==> src/rtl/regfile_wb_arbiter.sv <==
// rtl/regfile_wb_arbiter.sv - regfile write-port arbiter: pipeline writeback vs queued long-unit results
// Optional statistics counters are built when WB_ARB_STATS_EN is defined.
module regfile_wb_arbiter #(
    parameter int ADDR_W     = 5,
    parameter int DATA_W     = 32,
    parameter int LU_DEPTH   = 2,
    parameter int STARVE_MAX = 8
) (
    input  logic              clk,
    input  logic              rst,
    input  logic              wb_we,
    input  logic [ADDR_W-1:0] wb_waddr,
    input  logic [DATA_W-1:0] wb_wdata,
    input  logic              lu_valid,
    output logic              lu_ready,
    input  logic [ADDR_W-1:0] lu_waddr,
    input  logic [DATA_W-1:0] lu_wdata,
    input  logic              re1,
    input  logic              re2,
    input  logic [ADDR_W-1:0] raddr1,
    input  logic [ADDR_W-1:0] raddr2,
    output logic              stall_req,
`ifdef WB_ARB_STATS_EN
    output logic [15:0]       stat_squash,
    output logic [15:0]       stat_stall,
`endif
    output logic              rf_we,
    output logic [ADDR_W-1:0] rf_waddr,
    output logic [DATA_W-1:0] rf_wdata
);

    localparam int PTR_W = (LU_DEPTH > 1) ? $clog2(LU_DEPTH) : 1;
    localparam int CNT_W = $clog2(LU_DEPTH + 1);
    localparam int ST_W  = $clog2(STARVE_MAX + 1);

    logic [ADDR_W-1:0]   q_addr_q [LU_DEPTH];
    logic [DATA_W-1:0]   q_data_q [LU_DEPTH];
    logic [LU_DEPTH-1:0] q_valid_q, q_valid_d;
    logic [PTR_W-1:0]    head_q, head_d, tail_q, tail_d;
    logic [CNT_W-1:0]    count_q, count_d;
    logic [ST_W-1:0]     starve_q, starve_d;
    logic                rf_we_q, rf_we_d;
    logic [ADDR_W-1:0]   rf_waddr_q, rf_waddr_d;
    logic [DATA_W-1:0]   rf_wdata_q, rf_wdata_d;

    logic wb_claim, q_empty, q_full, pop, head_valid, lu_drop, enq, raw, starved;

    assign wb_claim   = wb_we && (wb_waddr != '0);
    assign q_empty    = (count_q == '0);
    assign q_full     = (count_q == CNT_W'(LU_DEPTH));
    assign lu_ready   = !q_full;
    assign pop        = !wb_claim && !q_empty;
    assign head_valid = !q_empty && q_valid_q[head_q];
    // A long-unit write colliding with a same-cycle pipeline write is older, so it is dropped
    assign lu_drop    = lu_valid && lu_ready && (lu_waddr != '0) && wb_claim && (wb_waddr == lu_waddr);
    assign enq        = lu_valid && lu_ready && (lu_waddr != '0) && !lu_drop;
    assign starved    = (starve_q == ST_W'(STARVE_MAX));
    assign stall_req  = raw || starved;

    assign rf_we    = rf_we_q;
    assign rf_waddr = rf_waddr_q;
    assign rf_wdata = rf_wdata_q;

    always_comb begin
        raw = 1'b0;
        for (int i = 0; i < LU_DEPTH; i++) begin
            if (q_valid_q[i] && re1 && (raddr1 != '0) && (q_addr_q[i] == raddr1))
                raw = 1'b1;
            if (q_valid_q[i] && re2 && (raddr2 != '0) && (q_addr_q[i] == raddr2))
                raw = 1'b1;
        end
    end

    always_comb begin
        q_valid_d = q_valid_q;
        if (pop)
            q_valid_d[head_q] = 1'b0;
        if (wb_claim) begin
            for (int i = 0; i < LU_DEPTH; i++) begin
                if (q_valid_q[i] && (q_addr_q[i] == wb_waddr))
                    q_valid_d[i] = 1'b0;
            end
        end
        if (enq)
            q_valid_d[tail_q] = 1'b1;

        head_d  = pop ? head_q + PTR_W'(1) : head_q;
        tail_d  = enq ? tail_q + PTR_W'(1) : tail_q;
        count_d = count_q + CNT_W'(enq) - CNT_W'(pop);

        if (pop || q_empty)
            starve_d = '0;
        else if (head_valid && !starved)
            starve_d = starve_q + ST_W'(1);
        else
            starve_d = starve_q;

        rf_we_d    = 1'b0;
        rf_waddr_d = rf_waddr_q;
        rf_wdata_d = rf_wdata_q;
        if (wb_claim) begin
            rf_we_d    = 1'b1;
            rf_waddr_d = wb_waddr;
            rf_wdata_d = wb_wdata;
        end else if (pop && q_valid_q[head_q]) begin
            rf_we_d    = 1'b1;
            rf_waddr_d = q_addr_q[head_q];
            rf_wdata_d = q_data_q[head_q];
        end
    end

    always_ff @(posedge clk or negedge rst) begin
        if (!rst) begin
            q_valid_q  <= '0;
            head_q     <= '0;
            tail_q     <= '0;
            count_q    <= '0;
            starve_q   <= '0;
            rf_we_q    <= 1'b0;
            rf_waddr_q <= '0;
            rf_wdata_q <= '0;
        end else begin
            q_valid_q  <= q_valid_d;
            head_q     <= head_d;
            tail_q     <= tail_d;
            count_q    <= count_d;
            starve_q   <= starve_d;
            rf_we_q    <= rf_we_d;
            rf_waddr_q <= rf_waddr_d;
            rf_wdata_q <= rf_wdata_d;
        end
    end

    // Payload storage needs no reset: entries are only read while their valid bit is set
    always_ff @(posedge clk) begin
        if (enq) begin
            q_addr_q[tail_q] <= lu_waddr;
            q_data_q[tail_q] <= lu_wdata;
        end
    end

`ifdef WB_ARB_STATS_EN
    logic [CNT_W-1:0] squash_cnt;
    logic [16:0]      squash_sum;
    logic [15:0]      stat_squash_q, stat_squash_d, stat_stall_q, stat_stall_d;

    always_comb begin
        squash_cnt = '0;
        if (wb_claim) begin
            for (int i = 0; i < LU_DEPTH; i++) begin
                if (q_valid_q[i] && (q_addr_q[i] == wb_waddr))
                    squash_cnt = squash_cnt + CNT_W'(1);
            end
        end
        squash_sum    = 17'(stat_squash_q) + 17'(squash_cnt) + 17'(lu_drop);
        stat_squash_d = (squash_sum > 17'h0FFFF) ? 16'hFFFF : squash_sum[15:0];
        stat_stall_d  = (stall_req && (stat_stall_q != 16'hFFFF)) ? stat_stall_q + 16'd1 : stat_stall_q;
    end

    always_ff @(posedge clk or negedge rst) begin
        if (!rst) begin
            stat_squash_q <= '0;
            stat_stall_q  <= '0;
        end else begin
            stat_squash_q <= stat_squash_d;
            stat_stall_q  <= stat_stall_d;
        end
    end

    assign stat_squash = stat_squash_q;
    assign stat_stall  = stat_stall_q;
`endif

endmodule

==> config.mk <==
export PLATFORM = sky130hd
export DESIGN_NAME = regfile_wb_arbiter
export DESIGN_NICKNAME = d
export VERILOG_FILES = /design/src/rtl/regfile_wb_arbiter.sv
export SDC_FILE = /design/constraint.sdc
export NUM_CORES = 1
export LEC_CHECK = 0
export BUFFER_PORTS_ARGS = -buffer_cell sky130_fd_sc_hd__buf_2
export CAP_MARGIN = 20
export CORE_MARGIN = 8
export CORE_UTILIZATION = 40
export DETAILED_ROUTE_END_ITERATION = 10
export HOLD_SLACK_MARGIN = 0.1
export PLACE_DENSITY_LB_ADDON = 0.25
export SYNTH_ARGS = -nofsm -noshare
export SYNTH_HDL_FRONTEND = slang
export SYNTH_SLANG_ARGS = --single-unit
export TNS_END_PERCENT = 1
==> constraint.sdc <==
create_clock -name clk -period 3.2 [get_ports clk]
set_clock_uncertainty 0.15 [all_clocks]
set_input_delay 0.16 -clock clk [delete_from_list [all_inputs] [get_ports clk]]
set_output_delay 0.16 -clock clk [all_outputs]
set_load 0.005 [all_outputs]
* Word level (Yosys, flattened, before mapping)
Memories as Yosys holds them, arrays and structs flattened. Index checks and enable logic that the tools add are counted.
Storage, ports and cells: bits in registers 48, bits in writable memories 74, output and inout port bits 40, word-level logic and storage cells 96, memories 2
Memory list:
- q_data_q | words 2, bits a word 32, rd ports 1, clocked after memory_dff 0, wr ports 1, RTL line 37 | logic [DATA_W-1:0] q_data_q [LU_DEPTH];
- q_addr_q | words 2, bits a word 5, rd ports 3, clocked after memory_dff 0, wr ports 1, RTL line 36 | logic [ADDR_W-1:0] q_addr_q [LU_DEPTH];
Cells by class: add/subtract/negate cells 5, order comparisons 4, equal/unequal tests 9, mux-type cells 25, bitwise logic cells 3, reductions and logical operators 40
Operators with widths (number):
- two-way mux 32 bit | 2
- equality test 5 bit | 7
- logical AND 1 bit | 26
- nonzero test 5 bit | 4
- two-way mux 1 bit | 14
- two-way mux 5 bit | 2
- two-way mux 4 bit | 2
- two-way mux 2 bit | 3
- logical NOT 1 bit | 5
- adder 4 x 1 -> 4 bit (second input constant) | 1
- equality test 4 bit (second input constant) | 1
- < comparator 1 x 2 -> 1 bit (second input constant) | 2
- nonzero test 2 bit | 2
- adder 1 bit (second input constant) | 2
- adder 2 x 1 -> 2 bit | 1
- bitwise AND 2 bit | 1
- demux 1 bit (select 1 bit) | 2
- equality test 2 bit (second input constant) | 1
- >= comparator 1 bit (second input constant) | 2
- logical NOT 2 bit | 1
- logical OR 1 bit | 2
- inverter 2 bit | 1
- OR 2 bit | 1
- subtractor 2 x 1 -> 2 bit | 1

* Logic depth before layout (Yosys ltp)
Gate-level depths: netlist of the first run.
depth in word-level cells 11, mapped depth 10, depth with buffers taken out 9

* Least setup slack after synthesis of the first run
OpenSTA, ideal clock, no wires.
kind input -> register, start point input wb_waddr[1], end point memory q_addr_q[1][0] (enable), setup time 0.399 ns, data arrival time 2.248 ns, required time 2.651 ns, path slack 0.403 ns, cell stages on the path 5, path buffers 1, path through or4_1 > o21a_1 > buf_6 > a31oi_1 > and2_1
Between the ends: longest elaborated chain between the ends 8, elaborated cells on any way between the ends 9
RTL lines:
- from (decl) | RTL line 12 | input logic [ADDR_W-1:0] wb_waddr,
- nonzero test 5 bit | RTL line 48 | assign wb_claim = wb_we && (wb_waddr != '0);
- logical AND 1 bit | RTL line 48
- logical AND 1 bit | RTL line 55 | assign lu_drop = lu_valid && lu_ready && (lu_waddr != '0) && wb_claim && (wb_waddr == lu_waddr);
- logical AND 1 bit * | RTL line 55
- logical NOT 1 bit * | RTL line 56 | assign enq = lu_valid && lu_ready && (lu_waddr != '0) && !lu_drop;
- logical AND 1 bit * | RTL line 56
- two-way mux 1 bit * | RTL line 136 | if (enq) begin
- two-way mux 1 bit (implied by the code) * | RTL line 137 | q_addr_q[tail_q] <= lu_waddr;
- to (decl) | RTL line 36
Mark *: on every way between the ends. The rest lies on a longest branch, timed or not.

* Worst setup path after layout of the first run
start point input wb_waddr[1], end point register count_q[1]
Between the ends: longest elaborated chain between the ends 8, elaborated cells on any way between the ends 11
RTL lines:
- nonzero test 5 bit | RTL line 48
- logical AND 1 bit | RTL line 48
- logical AND 1 bit (2 in series) | RTL line 55
- logical NOT 1 bit | RTL line 56
- logical AND 1 bit | RTL line 56
- adder 2 x 1 -> 2 bit | RTL line 89 | count_d = count_q + CNT_W'(enq) - CNT_W'(pop);
- subtractor 2 x 1 -> 2 bit * | RTL line 89
- named net count_d[1] | RTL line 40 | logic [CNT_W-1:0] count_q, count_d;
- to (signal assigned) | RTL line 126 | count_q <= count_d;
- to (decl) | RTL line 40
The timed path passes the listed nets; every way through them passes the cells marked *. A chain may end at the register's enable or synchronous reset.

==> impl_metrics.tcl, run 1 <==
set metrics [dict create \
    status "finished clean" \
    placed_cells 719 \
    yosys_warnings 0 \
    synthAdderAreaFrac 0.009526 \
    synth_most_common_cell "nand2_1" \
    worstSkewPairLatency_ns 0.41 \
    cts_resized 0 \
    pwr_density_cell_nw_per_um2 828.4 \
    switching_share 0.3106 \
    slew_headroom 0.4352 \
    synthTopCellsByCount "nand2_1 (80), o21ai_0 (77), edfxtp_1 (74), dfrtp_1 (48), mux2i_1 (39)" \
    tns_ns 0 \
    synth.distinct_cells 28 \
    finalHoldViolCount 0 \
    wl_per_cell_um 16.54 \
    finalWirelength_um 13760 \
    preCtsSetupSlack_ns 0.5550 \
    cts_root_buf "clkbuf_16" \
    fin_ws_ns 0.4000 \
    cts_tree "yes" \
    tightest_slew_ns 0.8451 \
    port_buffers 129 \
    cts_buffers 17 \
    clock.fmax_mhz 357.1 \
    vdd_drop_max_uv 483.3 \
    synth_edf_count 74 \
    grt_pass1_vias 4449 \
    path_clk_slew_ns 0.05 \
    cp-start-kind "input pin" \
    drc 0 \
    p_int_w 0.004315 \
    worst_setup_path_end_kind "register" \
    gp_congestion 0.8629 \
    seqPwrFrac 0.387 \
    power.leakage_nw 3.137 \
    final_layout_size_suffix_gt1_frac 0.2622 \
    rows 42 \
    ant_nets 0 \
    crit_arrival_ns 2.98 \
    drv_slew 0 \
    fin_nets 737 \
    synthTopCellsByArea "edfxtp_1 (42%), dfrtp_1 (23%), mux2i_1 (7.4%)" \
    core_area_um2 13030 \
    rsz0062_at_grt "false" \
    synth_xor_area_frac 0.06835 \
    grt_pass1_wl_um 22110 \
    postSynth.asyncResetShare 0.3934 \
    grt_max_degree 60 \
    die_w_um 130.6 \
    p_clk_frac 0.310 \
    finalCritPeriodShare 0.8750 \
    drt_iter0_drc 238 \
    grt_overflow_total 0 \
    hold_buffers 81 \
    synth_compound_area_frac 0.08597 \
    netlist_area_um2 5254 \
    num_antenna_cells 0 \
    synth_top_family_by_area "simple AND/OR/NAND/NOR gates" \
    grt_use_total 0.1696 \
    seq_area_frac_synth 0.6516 \
    combPwrFrac 0.303 \
    yosys.area.top_type "edfxtp_1" \
    cts_setup_buffers 0 \
    fin_cells 832 \
    required_ns 3.38 \
    ys_ff_latch 122 \
    drt-pass1-iter-count 4 \
    synth-simple-area-share 0.09026 \
    htreeDepth 4 \
    routed-via-count 4048 \
    initial_core_util 0.4031 \
    whs_ns 0.1507 \
    synth.area.mux_share 0.07430 \
    yosysTopAreaCellShare 0.4230 \
    dpl.hpwl_um 9165 \
    ioPinCount 130 \
    worstSetupPathType "in2reg" \
    antenna_found_initial 0 \
    syn-instance-count 428 \
    vias_per_cell 4.865 \
    die_area_um2 17060 \
    path_max_fanout 17 \
    die_h_um 130.6 \
    syn_area_per_cell_um2 12.28 \
    cts_buffer_depth 2 \
    hold_class "in2reg" \
    synth_flop_cell "edfxtp_1" \
    finalSetupViolCount 0 \
    p_switching_w 0.001944 \
    syn2layout_area_growth_pct 43.82 \
    period_minus_slack_ns 2.800 \
    synth_fp_nets 522 \
    maxCapViolCount 0 \
    clock_sinks 122 \
]
==> layer usage <==
layer  GRT usage  share of wire  up-vias
li1            -              -     1952
met4     0.06887          0.020        0
met1      0.2014           0.41     1950
met3     0.04708          0.067       23
met5           0              0        -
met2      0.2855           0.51      123
==> sequential cells by signal, indices dropped and copies added, names as in the netlist <==
register,flops
q_data_q,64
rf_wdata,32
q_addr_q,10
rf_waddr,5
starve_q,4
count_q,2
q_valid_q,2
head_q,1
rf_we,1
tail_q,1
==> final cells by class <==
cell class                 instances  area [um2]
clock inverter                     7       112.6
multi-input combinational        280        1737
inverter                           4       15.01
timing repair buffer             218        1541
sequential                       122        3425
tap                              176       220.2
fill                            1101        5477
clock buffer                      25       505.5
==> critical path, stage by stage <==
cell and delay, ns:
dlygate4sd3_1 0.54, buf_2 0.16, or4_1 0.57, o21a_2 0.33, a31oi_1 0.33, inv_1 0.08
ha_1 0.28, inv_1 0.04, ha_1 0.17, xnor2_1 0.17, xnor2_1 0.13
==> power by group through the flow <==
stage                     sequential, W  clock (W)  combinational, W
after CTS                       0.00242    0.00198           0.00192
final                           0.00242    0.00194           0.00189
after floorplan                 0.00241          0           0.00114
after global placement          0.00243          0           0.00181
after global routing            0.00247    0.00206           0.00213
after detailed placement        0.00244          0           0.00184
==> through the flow <==
stage	area, um2	power [W]	util
after global placement	6127	0.004243	0.4701
after floorplan	5254	0.003551	-
final	7556	0.006259	0.5798
after detailed placement	6127	0.004279	0.4701
after CTS	7556	0.006325	0.5798
after global routing	7556	0.006662	0.5798
==> worst paths after layout <==
path	from	to	slack (ns)	cells past startpoint
max in group asynchronous	rst	rf_wdata[24]	1.91	3
min reg2reg	tail_q	tail_q	0.32	1
min	wb_we	starve_q[2]	0.15	3
max reg2reg	q_valid_q[0]	rf_wdata[16]	0.90	6
max	wb_waddr[1]	count_q[1]	0.40	11
min in group asynchronous	rst	rf_wdata[6]	0.19	2
==> kinds of logic after synthesis <==
kind of cell	Yosys count
AO/OA/AOI/OAI	86
AND/OR/NAND/NOR	110
flip-flops	122
buffers and inverters	26
adder cells (fa/ha/maj)	4
XOR/XNOR	41
multiplexers	39
==> cells in the final DEF, fill, tap and decap left out, types with 2 or more instances in the layout <==
cell and instances:
or4_1 4, dlygate4sd3_1 81, clkbuf_1 3, nand4_1 7, o21ai_0 77, bufinv_16 3, nand2_1 80, clkbuf_16 17
dfrtp_1 47, mux2i_1 39, ha_1 4, buf_4 6, nor2_1 3, o22ai_1 2, nor3_1 7, nand3_1 2
clkinv_2 3, xnor2_1 27, buf_2 129, o211ai_1 3, edfxtp_1 74, inv_1 4, xor2_1 14, buf_12 2
clkbuf_8 5
(Power assumes the default switching activity.)
==> run 2, diff against run 1 <==
- CORE_ASPECT_RATIO: default -> 1.25
==> impl_metrics.tcl, run 2 (same netlist as run 1, synthesis figures left out) <==
set metrics [dict create \
    worst_setup_path_end_kind "register" \
    grt_overflow_total 0 \
    routed-via-count 4059 \
    hold_class "in2reg" \
    r2r-end "rf_wdata[1]" \
    finalCritPeriodShare 0.8836 \
    r2r.worst_path.cells 6 \
    clock_sinks 122 \
    cts_setup_buffers 0 \
    grt_pass1_wl_um 22160 \
    tns_ns 0 \
    period_minus_slack_ns 2.827 \
    ant_nets 0 \
    largest_reg_flops 64 \
    power_w 0.006254 \
    dpl.hpwl_um 9132 \
    tightest_slew_ns 0.8490 \
    die_w_um 118.5 \
    rows 47 \
    path_clk_slew_ns 0.05 \
    crit_arrival_ns 3.00 \
    regMostFlops "q_data_q" \
    cts_buffers 17 \
    power.leakage_nw 3.122 \
    antenna_found_initial 1 \
    die_area_um2 17080 \
    final_layout_size_suffix_gt1_frac 0.2611 \
    maxCapViolCount 0 \
    fin_nets 736 \
    core_area_um2 13060 \
    rsz0062_at_grt "false" \
    cp_cell_sequence "dlygate4sd3_1, buf_2, or4_1, o21a_2, a31oi_1, inv_1, ha_1, inv_1, ha_1, xnor2_1, xnor2_1" \
    syn2layout_area_growth_pct 43.37 \
    wl_per_cell_um 16.42 \
    cts_root_buf "clkbuf_16" \
    worstSkewPairLatency_ns 0.40 \
    grt_pass1_vias 4449 \
    finalWirelength_um 13580 \
    status "finished clean" \
    rr_startpoint "count_q[1]" \
    vdd_drop_max_uv 416.2 \
    htreeDepth 4 \
    fill_cells 1096 \
    slew_headroom 0.4340 \
    path_max_fanout 17 \
    cpMaxStageDelayCell "or4_1" \
    port_buffers 129 \
    grt_use_total 0.1659 \
    die_h_um 144.1 \
    cts_tree "yes" \
    gp_congestion 0.8846 \
    final_cell_area_um2 7532 \
    placed_area_um2 6101 \
    placed_cells 713 \
    drt_iter0_drc 218 \
    required_ns 3.37 \
    clock.fmax_mhz 353.7 \
    most-common-layout-cells "buf_2 (129), dlygate4sd3_1 (81), nand2_1 (80)" \
    cp-startpoint "wb_waddr[1]" \
    drv_slew 0 \
    grt_max_degree 60 \
    drt-pass1-iter-count 4 \
    cp-start-kind "input pin" \
    drc 0 \
    finalHoldViolCount 0 \
    cts_buffer_depth 2 \
    vias_per_cell 4.908 \
    max_stage_delay_ns 0.57 \
    worstSetupPathType "in2reg" \
    fin_cells 827 \
    pwr_density_cell_nw_per_um2 830.3 \
    finalSetupViolCount 0 \
    r2r_setup_slack_ns 0.87 \
    final_common_cell "buf_2" \
    initial_core_util 0.4024 \
    cp-endpoint "count_q[1]" \
    ioPinCount 130 \
]
[run 2: cell types whose count changed in the layout (fill, tap and decap cells not counted), sizes merged]
cell,previous run,this run
clkbuf,25,19
bufinv,3,4
clkinv,3,7
buf,137,136
clkinvlp,1,2
diode,0,1
[run 2: area by class of cell]
| cell class | instances | area [um2] | area share |
|---|---|---|---|
| Clock inverter | 13 | 175.2 | 0.02326 |
| Multi-Input combinational cell | 280 | 1737 | 0.2306 |
| Sequential cell | 122 | 3425 | 0.4547 |
| Clock buffer | 19 | 442.9 | 0.05880 |
| Antenna cell | 1 | 2.502 | 0.0003322 |
| Timing Repair Buffer | 217 | 1521 | 0.2020 |
| Tap cell | 171 | 214.0 | 0.02841 |
| Inverter | 4 | 15.01 | 0.001993 |
[run 2: worst min path at each step]
stage,to,startpoint,depth (start not counted)
final,rf_wdata[17],wb_we,4
after global placement,rf_waddr[3],rst,1
after floorplan,count_q[0],rst,0
after detailed placement,rf_waddr[3],rst,1
after CTS,starve_q[3],wb_we,3
after global routing,rf_wdata[17],wb_we,3
[run 2: timing repair]
action	CTS	global route
resized for setup	0	0
endpoints found under the hold margin	143	0
hold buffers	81	0
[run 2: critical path, delay by kind of cell]
kind	cells	cell delay [ns]
AO/OA/AOI/OAI	2	0.69
XOR/XNOR	2	0.30
AND/OR/NAND/NOR	1	0.57
buffers and inverters	4	0.83
adder cells (fa/ha/maj)	2	0.46
[run 2: through the flow]
step	hold WS [ns]	utilization	setup WS [ns]
floorplan	-0.2856	-	0.4031
global placement	0.1449	0.4673	0.6056
detailed placement	0.1470	0.4673	0.5512
CTS	0.1627	0.5768	0.4094
global route	0.2407	0.5770	0.2263
finish	0.1908	0.5770	0.3726
[run 2: report_power, final]
part	internal, W	switching (W)
Combinational	0.000796	0.00108
Clock	0.00131	0.000651
Sequential	0.00218	0.000229
[run 2: layer usage]
layer | part of all wire | global-route usage
met5 | 0 | 0
met4 | 0.020 | 0.07205
met3 | 0.048 | 0.04883
met2 | 0.51 | 0.2892
met1 | 0.42 | 0.1862
==> run 3, diff against run 2 <==
--- a/config.mk
+++ b/config.mk
@@ -14,4 +14,5 @@
 export HOLD_SLACK_MARGIN = 0.1
 export PLACE_DENSITY_LB_ADDON = 0.25
+export RECOVER_POWER = 50
 export SYNTH_ARGS = -nofsm -noshare
 export SYNTH_HDL_FRONTEND = slang
==> constraint.sdc (replaced) <==
create_clock -name clk -period 3.2 [get_ports clk]
set_clock_uncertainty 0.15 [all_clocks]
set_input_delay 0.48 -clock clk [delete_from_list [all_inputs] [get_ports clk]]
set_output_delay 0.48 -clock clk [all_outputs]
set_load 0.005 [all_outputs]
==> impl_metrics.tcl, run 3 (same netlist as run 1, synthesis figures left out) <==
set metrics [dict create \
    slew_headroom -0.1555 \
    status "finished with violations" \
    drt_iter0_drc 286 \
    worstSetupPathType "in2reg" \
    switching_share 0.3288 \
    max_stage_delay_ns 0.54 \
    drv_slew 30 \
    finalWirelength_um 13070 \
    drt-pass1-iter-count 4 \
    violations "capacitance limit, slew limit" \
    period_minus_slack_ns 2.442 \
    grt_pass1_vias 4056 \
    maxCapViolCount 1 \
    whs_ns 0.1297 \
    path_max_fanout 5 \
    cpMaxStageDelayCell "or4_1" \
    finalSetupViolCount 0 \
    cts_buffer_depth 2 \
    path_clk_slew_ns 0.05 \
    crit_arrival_ns 2.60 \
    clock_sinks 122 \
    grt_max_degree 46 \
    regMostFlops "q_data_q" \
    final_common_cell "nand2_1" \
    routed-via-count 3774 \
    p_int_w 0.003956 \
    dpl.hpwl_um 9483 \
    worst_setup_path_end_kind "register" \
    clock.fmax_mhz 409.5 \
    pwr_density_cell_nw_per_um2 895.6 \
    wl_per_cell_um 17.48 \
    syn2layout_area_growth_pct 25.24 \
    grt_pass1_wl_um 20860 \
    final_layout_size_suffix_gt1_frac 0.1924 \
    grt_use_total 0.1564 \
    rows 47 \
    tns_ns 0 \
    rsz0062_at_grt "false" \
    cts_buffers 17 \
    seqPwrFrac 0.413 \
    num_antenna_cells 0 \
    fin_ws_ns 0.7580 \
    initial_core_util 0.4024 \
    die_w_um 118.5 \
    cp-start-kind "input pin" \
    vias_per_cell 5.045 \
    hold_class "in2reg" \
    p_clk_frac 0.292 \
    ant_nets 0 \
    worstSkewPairLatency_ns 0.39 \
    port_buffers 129 \
    htreeDepth 4 \
    p_switching_w 0.001938 \
    cts_setup_buffers 0 \
    cp_cell_sequence "buf_2, or4_1, o21a_2, a31oi_1, inv_1, ha_1, inv_1, ha_1, xnor2_1, xnor2_1" \
    finalCritPeriodShare 0.7631 \
    grt_overflow_total 0 \
    placed_area_um2 6103 \
    cp_top_family "compound AO/OA/AOI/OAI gates" \
    ioPinCount 130 \
    vdd_drop_max_uv 429.1 \
    finalHoldViolCount 0 \
    die_h_um 144.1 \
    required_ns 3.36 \
    cp_num_buf_inv 3 \
    fin_nets 658 \
    power.leakage_nw 2.598 \
    core_area_um2 13060 \
    die_area_um2 17080 \
    cts_root_buf "clkbuf_16" \
    antenna_found_initial 1 \
    drc 0 \
    final_cell_area_um2 6580 \
    gp_congestion 0.8540 \
    most-common-layout-cells "nand2_1 (80), o21ai_0 (77), edfxtp_1 (74)" \
    largest_reg_flops 64 \
    tightest_slew_ns 1.733 \
    combPwrFrac 0.296 \
    cts_tree "yes" \
    preCtsSetupSlack_ns 0.3783 \
    cts_resized 0 \
]
run 3: timing repair:
item,CTS,global route
endpoints found under the setup margin,0,0
hold endpoints to repair,28,0
hold buffers,1,0
run 3: worst paths after layout:
path                       cells after the start         start             end  slack (ns)
min                                            1   lu_wdata[9]  q_data_q[0][9]        0.13
min in group asynchronous                      2           rst     rf_waddr[0]        0.92
max in group asynchronous                      2           rst          head_q        0.84
max                                           10   wb_waddr[1]      count_q[1]        0.76
min reg2reg                                    1    count_q[1]      count_q[1]        0.35
max reg2reg                                    6  q_valid_q[0]    rf_wdata[26]        0.85
run 3: final cells by class:
type / instances / area [um2]
repair buffers: 139 / 648.1
multi-input cells: 280 / 1737
inverters: 4 / 15.01
clock inverters: 9 / 73.82
fillers: 1216 / 6475
clock buffers: 23 / 467.9
flip-flops and latches: 122 / 3425
well taps: 171 / 214.0
run 3: stage by stage:
step	cells	power, W	util
after global placement	715	0.004227	0.4675
after floorplan	428	0.003551	-
after detailed placement	715	0.004280	0.4675
final	748	0.005893	0.5040
after CTS	748	0.006021	0.5098
after global routing	748	0.006303	0.5040
run 3: worst register-to-register path: stages, from the launching register on:
cell	delay (ns)
dfrtp_1	0.46
mux2i_1	0.18
nor2_4	0.63
buf_4	0.47
nand2_1	0.14
o21ai_0	0.10
o21ai_0	0.11
run 3: metal layers:
metal / up-vias / GRT usage / part of all wire
met4: 2 / 0.05537 / 0.013
met3: 14 / 0.04805 / 0.063
met2: 120 / 0.2802 / 0.52
met1: 1841 / 0.1728 / 0.40
met5: - / 0 / 0.0012
li1: 1797 / - / -
run 3: power by group through the flow:
stage	logic, W	registers [W]	clock network, W
after floorplan	0.00114	0.00241	0
after CTS	0.00184	0.00242	0.00175
after global routing	0.00199	0.00248	0.00183
final	0.00174	0.00243	0.00172
after detailed placement	0.00183	0.00245	0
after global placement	0.00179	0.00244	0
